## src/rtl/fifo_push_arbiter.sv

```systemverilog
// ============================================================================
// Module   : fifo_push_arbiter
// Brief    : Round-robin arbiter that streams bursts from NUM_REQ producers
//            into a single FIFO write port, gated by the FIFO full flag.
// Revision : 1.0  initial release
// ============================================================================
`default_nettype none

module fifo_push_arbiter #(
    parameter int DATA_WIDTH = 8,
    parameter int NUM_REQ    = 4,
    parameter int MAX_BURST  = 4
) (
    input  logic                          clk,
    input  logic                          rst_n,
    input  logic [NUM_REQ-1:0]            req,
    input  logic [NUM_REQ*DATA_WIDTH-1:0] req_data,
    output logic [NUM_REQ-1:0]            ack,
    output logic [NUM_REQ-1:0]            grant,
    input  logic                          fifo_full,
    output logic                          fifo_push,
    output logic [DATA_WIDTH-1:0]         fifo_data,
    output logic                          busy
);

    localparam int               c_IDX_W      = $clog2(NUM_REQ);
    localparam logic [c_IDX_W:0] c_NUM        = (c_IDX_W+1)'(NUM_REQ);
    localparam logic [c_IDX_W:0] c_ONE        = (c_IDX_W+1)'(1);
    localparam logic [7:0]       c_BURST_LAST = 8'(MAX_BURST - 1);

    typedef enum logic [0:0] {
        ST_IDLE  = 1'b0,
        ST_SERVE = 1'b1
    } state_t;

    state_t               r_state;
    state_t               w_state_nxt;
    logic [NUM_REQ-1:0]   r_grant;
    logic [NUM_REQ-1:0]   w_grant_nxt;
    logic [c_IDX_W-1:0]   r_owner;
    logic [c_IDX_W-1:0]   w_owner_nxt;
    logic [c_IDX_W-1:0]   r_last;
    logic [c_IDX_W-1:0]   w_last_nxt;
    logic [7:0]           r_burst_cnt;
    logic [7:0]           w_burst_cnt_nxt;

    logic [c_IDX_W:0]     w_last_inc;
    logic [c_IDX_W-1:0]   w_start;
    logic [c_IDX_W:0]     w_cand;
    logic [c_IDX_W-1:0]   w_winner;
    logic                 w_winner_vld;
    logic                 w_req_own;
    logic [DATA_WIDTH-1:0] w_data_own;
    logic                 w_accept;
    logic                 w_burst_done;

    // Search starts one past the previous owner, wrapping modulo NUM_REQ
    assign w_last_inc = {1'b0, r_last} + c_ONE;
    assign w_start    = (w_last_inc == c_NUM) ? '0 : w_last_inc[c_IDX_W-1:0];

    // Descending scan so the candidate closest to the start position wins
    always_comb begin
        w_cand       = '0;
        w_winner     = '0;
        w_winner_vld = 1'b0;
        for (int k = NUM_REQ - 1; k >= 0; k--) begin
            w_cand = {1'b0, w_start} + (c_IDX_W+1)'(k);
            if (w_cand >= c_NUM) begin
                w_cand = w_cand - c_NUM;
            end
            if (req[w_cand[c_IDX_W-1:0]]) begin
                w_winner     = w_cand[c_IDX_W-1:0];
                w_winner_vld = 1'b1;
            end
        end
    end

    // Owner's request bit and data slice; data stays driven even when idle
    always_comb begin
        w_req_own  = 1'b0;
        w_data_own = req_data[DATA_WIDTH-1:0];
        for (int k = 0; k < NUM_REQ; k++) begin
            if (r_owner == c_IDX_W'(k)) begin
                w_req_own  = req[k];
                w_data_own = req_data[k*DATA_WIDTH +: DATA_WIDTH];
            end
        end
    end

    // A word presented during a reset cycle must not be taken
    assign w_accept     = (r_state == ST_SERVE) && w_req_own && !fifo_full && !rst_n;
    assign w_burst_done = w_accept && (r_burst_cnt == c_BURST_LAST);

    always_comb begin
        w_state_nxt     = r_state;
        w_grant_nxt     = r_grant;
        w_owner_nxt     = r_owner;
        w_last_nxt      = r_last;
        w_burst_cnt_nxt = r_burst_cnt;
        case (r_state)
            ST_IDLE: begin
                if (w_winner_vld) begin
                    w_state_nxt     = ST_SERVE;
                    w_grant_nxt     = NUM_REQ'(1) << w_winner;
                    w_owner_nxt     = w_winner;
                    w_burst_cnt_nxt = '0;
                end
            end
            ST_SERVE: begin
                if (w_accept) begin
                    w_burst_cnt_nxt = r_burst_cnt + 8'd1;
                end
                if (w_burst_done || !w_req_own) begin
                    w_state_nxt     = ST_IDLE;
                    w_grant_nxt     = '0;
                    w_last_nxt      = r_owner;
                    w_burst_cnt_nxt = '0;
                end
            end
            default: begin
                w_state_nxt = ST_IDLE;
                w_grant_nxt = '0;
            end
        endcase
    end

    always_ff @(posedge clk) begin
        if (rst_n) begin
            r_state     <= ST_IDLE;
            r_grant     <= '0;
            r_owner     <= '0;
            r_last      <= c_IDX_W'(NUM_REQ - 1);
            r_burst_cnt <= '0;
        end else begin
            r_state     <= w_state_nxt;
            r_grant     <= w_grant_nxt;
            r_owner     <= w_owner_nxt;
            r_last      <= w_last_nxt;
            r_burst_cnt <= w_burst_cnt_nxt;
        end
    end

    assign ack       = w_accept ? r_grant : '0;
    assign grant     = r_grant;
    assign fifo_push = w_accept;
    assign fifo_data = w_data_own;
    assign busy      = (r_state == ST_SERVE);

endmodule

`default_nettype wire

```

## config.mk

```make
export PLATFORM = sky130hd
export DESIGN_NAME = fifo_push_arbiter
export DESIGN_NICKNAME = d
export VERILOG_FILES = /design/src/rtl/fifo_push_arbiter.sv
export SDC_FILE = /design/constraint.sdc
export NUM_CORES = 1
export LEC_CHECK = 0
export BUFFER_PORTS_ARGS = -buffer_cell sky130_fd_sc_hd__buf_2
export CORE_UTILIZATION = 30
export CTS_CLUSTER_SIZE = 8
export DETAILED_ROUTE_END_ITERATION = 8
export GPL_ROUTABILITY_DRIVEN = 0
export PLACE_DENSITY = 0.58
export SYNTH_ARGS = -nofsm -noshare
export SYNTH_HDL_FRONTEND = slang
export SYNTH_SLANG_ARGS = --single-unit
```

## constraint.sdc

```tcl
create_clock -name clk -period 2.1 [get_ports clk]
set_input_delay 0.315 -clock clk [delete_from_list [all_inputs] [get_ports clk]]
set_output_delay 0.315 -clock clk [all_outputs]
set_load 0.1 [all_outputs]
```

-- Word level (Yosys, flattened, before mapping)
Index checks and enable logic that the tools add are counted.
W data, S select, Z words.
- word-level logic and storage cells: 84
- output and inout bits: 18
- register bits after elaboration: 17
- bits of input ports: 39
- add/sub/neg operators: 9
- reductions and logical operators: 13
- bitwise logic cells: 1
- equal/unequal tests: 8
- order comparisons: 8
- shift operators: 1
- muxes and demuxes: 39
- operators by type and width (operator ; count):
    $mux W8 ; 6
    $mux W2 ; 9
    $pmux W8 S2 ; 1
    $mux W1 ; 14
    $lt A2 B3 Y1 const B ; 4
    $mux W4 ; 3
    $ge A3 B3 Y1 const B ; 3
    $add A8 B1 Y8 const B ; 1
    $bmux W1 S2 ; 4
    $eq A8 B2 Y1 const B ; 1
    $pmux W4 S2 ; 1
    $reduce_and A2 Y1 ; 4
    $sub A2 B1 Y2 const B ; 4
    $add A2 B1 Y3 const B ; 2
    $add A2 B2 Y3 const B ; 2
    $eq A2 B2 Y1 const B ; 2
    $logic_and A1 B1 Y1 ; 4
    $shl A1 B2 Y4 const A ; 1
    $eq A3 B3 Y1 const B ; 1
    $ge A2 B3 Y1 const B ; 1
    $logic_not A1 Y1 ; 3
    $ne A3 B1 Y1 const B ; 1
    $eq A2 B1 Y1 const B ; 1
    $logic_not A2 Y1 ; 1
    other kinds (5) ; 5

-- Longest topological paths before layout
- depth in word-level cells: 15
- depth in mapped cells: 6
- gate-level depth less buffers: 6

-- Least setup slack after synthesis
OpenSTA, ideal clock, no wires.
- path type: flip-flop to output port
- start: register r_state, in the netlist busy
- end: output ack[0]
- data arrival time: 2.600 ns
- data required time: 1.785 ns
- cell stages (with the launch flop): 3
- slack: -0.815 ns
- path through: dfxtp_1 -> and3_2 -> and2_1
- cells in the longest elaborated chain, start to end: 4
- RTL lines (element ; line ; RTL):
    start: declaration ; 36 ; state_t r_state;
    start signal: assignment ; 135 ; r_state <= w_state_nxt;
    $logic_and A1 B1 Y1 (3 in a row) ; 91 ; assign w_accept = (r_state == ST_SERVE) && w_req_own && !fifo_full && !rst_n;
    net fifo_push ; 21 ; output logic fifo_push,
    $mux W4 ; 143 ; assign ack = w_accept ? r_grant : '0;
    end: declaration ; 18 ; output logic [NUM_REQ-1:0] ack,
The timed path passes the listed nets, and every way through them passes these cells.

-- Worst setup path in the final report
- start: register r_owner[0]
- end: output ack[1]
- cells in the longest elaborated chain, start to end: 9
- elaborated cells between the ends (all ways): 12
- classes of those cells: eq/ne (3); mux (5); reduce/logical (4)
- RTL lines (element ; line ; RTL):
    start: declaration ; 40 ; logic [c_IDX_W-1:0] r_owner;
    start signal: assignment ; 137 ; r_owner <= w_owner_nxt;
    $logic_not A2 Y1 ; 83 ; if (r_owner == c_IDX_W'(k)) begin
    $mux W1 (3 in a row) ; 83 ;
    $mux W1 * ; 83 ;
    $logic_and A1 B1 Y1 * (3 in a row) ; 91 ;
    $mux W4 * ; 143 ;
Mark *: on every way between the ends. The rest lies on a longest branch, timed or not.

==> results by group <==
Outcome
  – Outcome: completed

Route
  – First-pass DRT Iterations: 4
  – Initial DRC Count: 24
  – DR WL/cell: 12.8 um
  – Drt total wl: 3000 um
  – Post-DRT Antenna Nets: 0
  – Total vias in the final route: 1209
  – DRC: 0
  – Number of vias per cell: roughly 5.2

Setup path
  – Slowest CP cell: mux4_2
  – Critical Path RT: 1.78 ns
  – Worst Path Buf+Inv: 1
  – Kind of critical path: reg -> out
  – Crit-path max FO: 5
  – Crit path largest cell delay: approximately 0.54 ns
  – Worst Path Arrival: ~1.7 ns
  – CP Capture Type: output port
  – CP cell instances: mux4_2, and3_4, and2_2, buf_6
  – Worst Setup Start Kind: register
  – Crit path max-delay family: multiplexers

Logic synthesis
  – Simple-Gate Fraction of Synth Area: 26.5%
  – Syn nets: approximately 160
  – Post-synth top area share: 30.4%
  – Netlist cell types: 39
  – Area leader, netlist: dfxtp_1
  – Largest family of logic cells by synthesized area: simple AND/OR/NAND/NOR gates
  – Top cells by area, synth: dfxtp_1 30%, mux4_2 18%, nor2_1 4.7%
  – Post-Synth XOR/XNOR Area: 2.34%
  – Adder-Cell Fraction of Synth Area: 2.23%
  – Register area share after synthesis: 30.4%
  – Post-Syn Area: 1120 um2
  – Ys Warns: 0
  – Dominant synthesized flop cell: dfxtp_1
  – Post-synthesis mux area share: 18.1%
  – Ys async rst share: 0%
  – Syn Area/Cell: approximately 9.3 um2
  – Synthesized instance count: ~120
  – EDFF count, synth: 0
  – Synthesis-stage register bit count: 17
  – Compound-gate portion of the synthesized area: 17.9%

Pwr
  – Clk pwr share: 22.5%
  – PwrDens: 685 nW/um2
  – NetSw: 484 uW
  – Sequential power share: 32.1%
  – VDD IR max: 389 uV
  – Leak: between 0.0007 and 0.0008 uW
  – Pint: 626 uW
  – Sw frac: 43.6%
  – Gate power share: 45.4%

Floorplanning
  – Die Y: between 60 and 70 um
  – Core ar.: 3470 um2
  – Site Rows: 21
  – Die area: ~4000 um2
  – Chip width: 63.1 um
  – Initial Utilization: between 30% and 40%
  – I/O pin total: 57

Layout
  – Layout Nets: 230
  – Area grow syn2layout: 44.6%
  – Most common cell after layout, fill and taps aside: buf_2
  – Fill count: 348
  – Share of layout cells above drive strength 1: 51.1%
  – Most frequent cells in the layout: 52 x buf_2, 15 x dfxtp_1, 14 x nor2_1, 13 x nand2_1, 10 x buf_4
  – Layout Cells excl Fill: 234
  – N_diodes: 0
  – Util after Layout: 46.8%

Hold path
  – Hold WC Path Type: in -> reg

Global routing
  – Vias in the first global route: roughly 1100
  – First-pass GRT wire length: between 4000 and 5000 um
  – GR Util All Layers: 15.4%
  – Gr ovfl total: 0
  – Initial antenna violation count: 0
  – Largest net degree at the start of global routing: 14

STA
  – Fmax: about 0.5 GHz
  – Final hold violation count: 0
  – Slew headroom: 59.0%
  – Final clock skew: 0.00843 ns
  – Setup TNS: 0 ns
  – Fin Hold WS: between 0.4 and 0.5 ns
  – Setup violations, final: 0
  – Worst setup margin: 0.0617 ns
  – Crit share post-route: 97.1%
  – Max Slew Vio Count: 0
  – Minimum clock period: slightly above 2 ns
  – Worst-Margin Slew: 0.613 ns

Clocking
  – CTS H-tree lvls: 1
  – Total CTS buffers: 3
  – Worst-path clk slew: 0.07 ns
  – Root Buffer: clkbuf_8
  – CTS Buffer Depth: 2
  – Clock Latency Late Sink: 0.25 ns
  – CTS sink cnt: 17
  – Cts hold-fix bufs: 0
  – TritonCTS clock tree: built

Placed design
  – DP HPWL: 2400 um
  – Dpl cells: roughly 230
  – Place WS: 0.0792 ns
  – Quantity of I/O buffers inserted on ports: 56

Run
  – Maximum Capacitance Violations: 0
## worst register-to-register path: cells and delay by family, from the launching register on
family                 cells  cell delay [ns]
AO/OA/AOI/OAI              2             0.37
buffers and inverters      1             0.16
AND/OR/NAND/NOR            2             0.58
flip-flops                 1             0.35
multiplexers               1             0.54
## repair_timing
action,CTS,global route
pin swaps,0,2
setup endpoints to repair,4,14
buffers inserted,1,0
gates resized for setup,8,3
## state kept, by name, summed over array words and instances (netlist names)
| register | cells |
|---|---|
| busy | 1 |
| r_last | 2 |
| r_burst_cnt | 8 |
| grant | 4 |
| r_owner | 2 |
## power groups by stage
stage                     sequential (uW)  combinational, uW  clock, uW
final                                 357                504        249
after global routing                  360                532        273
after CTS                             356                501        255
after detailed placement              363                494          0
after global placement                362                490          0
after floorplan                       420                327          0
## routing by layer
metal	track usage [%]	vias to the layer above	share of wire [%]
met4	5.52	0	0.67
met2	27.7	71	48
met5	0	-	0
li1	-	593	-
met1	17.8	543	42
met3	3.08	2	10
## kinds of logic after synthesis
kind of cell    after synthesis
compound gates               26
xor+xnor                      3
fa+ha+maj                     2
buf+inv                       8
flops                        17
mux                           9
simple gates                 56
## worst paths after layout
kind / startpoint / endpoint / slack, ns / cells past startpoint
max reg2reg: r_owner[0] / r_burst_cnt[6] / 0.06 / 6
min reg2reg: r_last[1] / r_last[1] / 0.49 / 2
min: rst_n / r_owner[0] / 0.43 / 3
max: r_owner[0] / ack[1] / 0.06 / 4
## layout make-up
type | count | area [um2] | area share (%)
Clock inverter | 1 | 6.26 | 0.386
Timing Repair Buffer | 67 | 392 | 24.2
Sequential cell | 17 | 345 | 21.3
Tap cell | 46 | 57.6 | 3.55
Multi-Input combinational cell | 96 | 764 | 47.1
Clock buffer | 3 | 41.3 | 2.55
Inverter | 4 | 15.0 | 0.926
## Yosys cell counts (all sizes together) (2+ instances only)
library cell  number
dfxtp             17
nor2              15
nand2             13
mux4               9
o21a               6
a21oi              5
and2               5
inv                4
nand3              4
nor3               4
clkbuf             3
o31ai              3
or3                3
xor2               3
a32oi              2
and3               2
ha                 2
nand3b             2
nand4              2
o21ai              2
o22a               2
## stage by stage
stage | instance area (um2) | total power (uW)
finish | 1620 | 1110
global route | 1620 | 1160
CTS | 1610 | 1110
detailed placement | 1530 | 858
global placement | 1530 | 853
floorplan | 1130 | 747
Power figures use the tool's default switching activity.
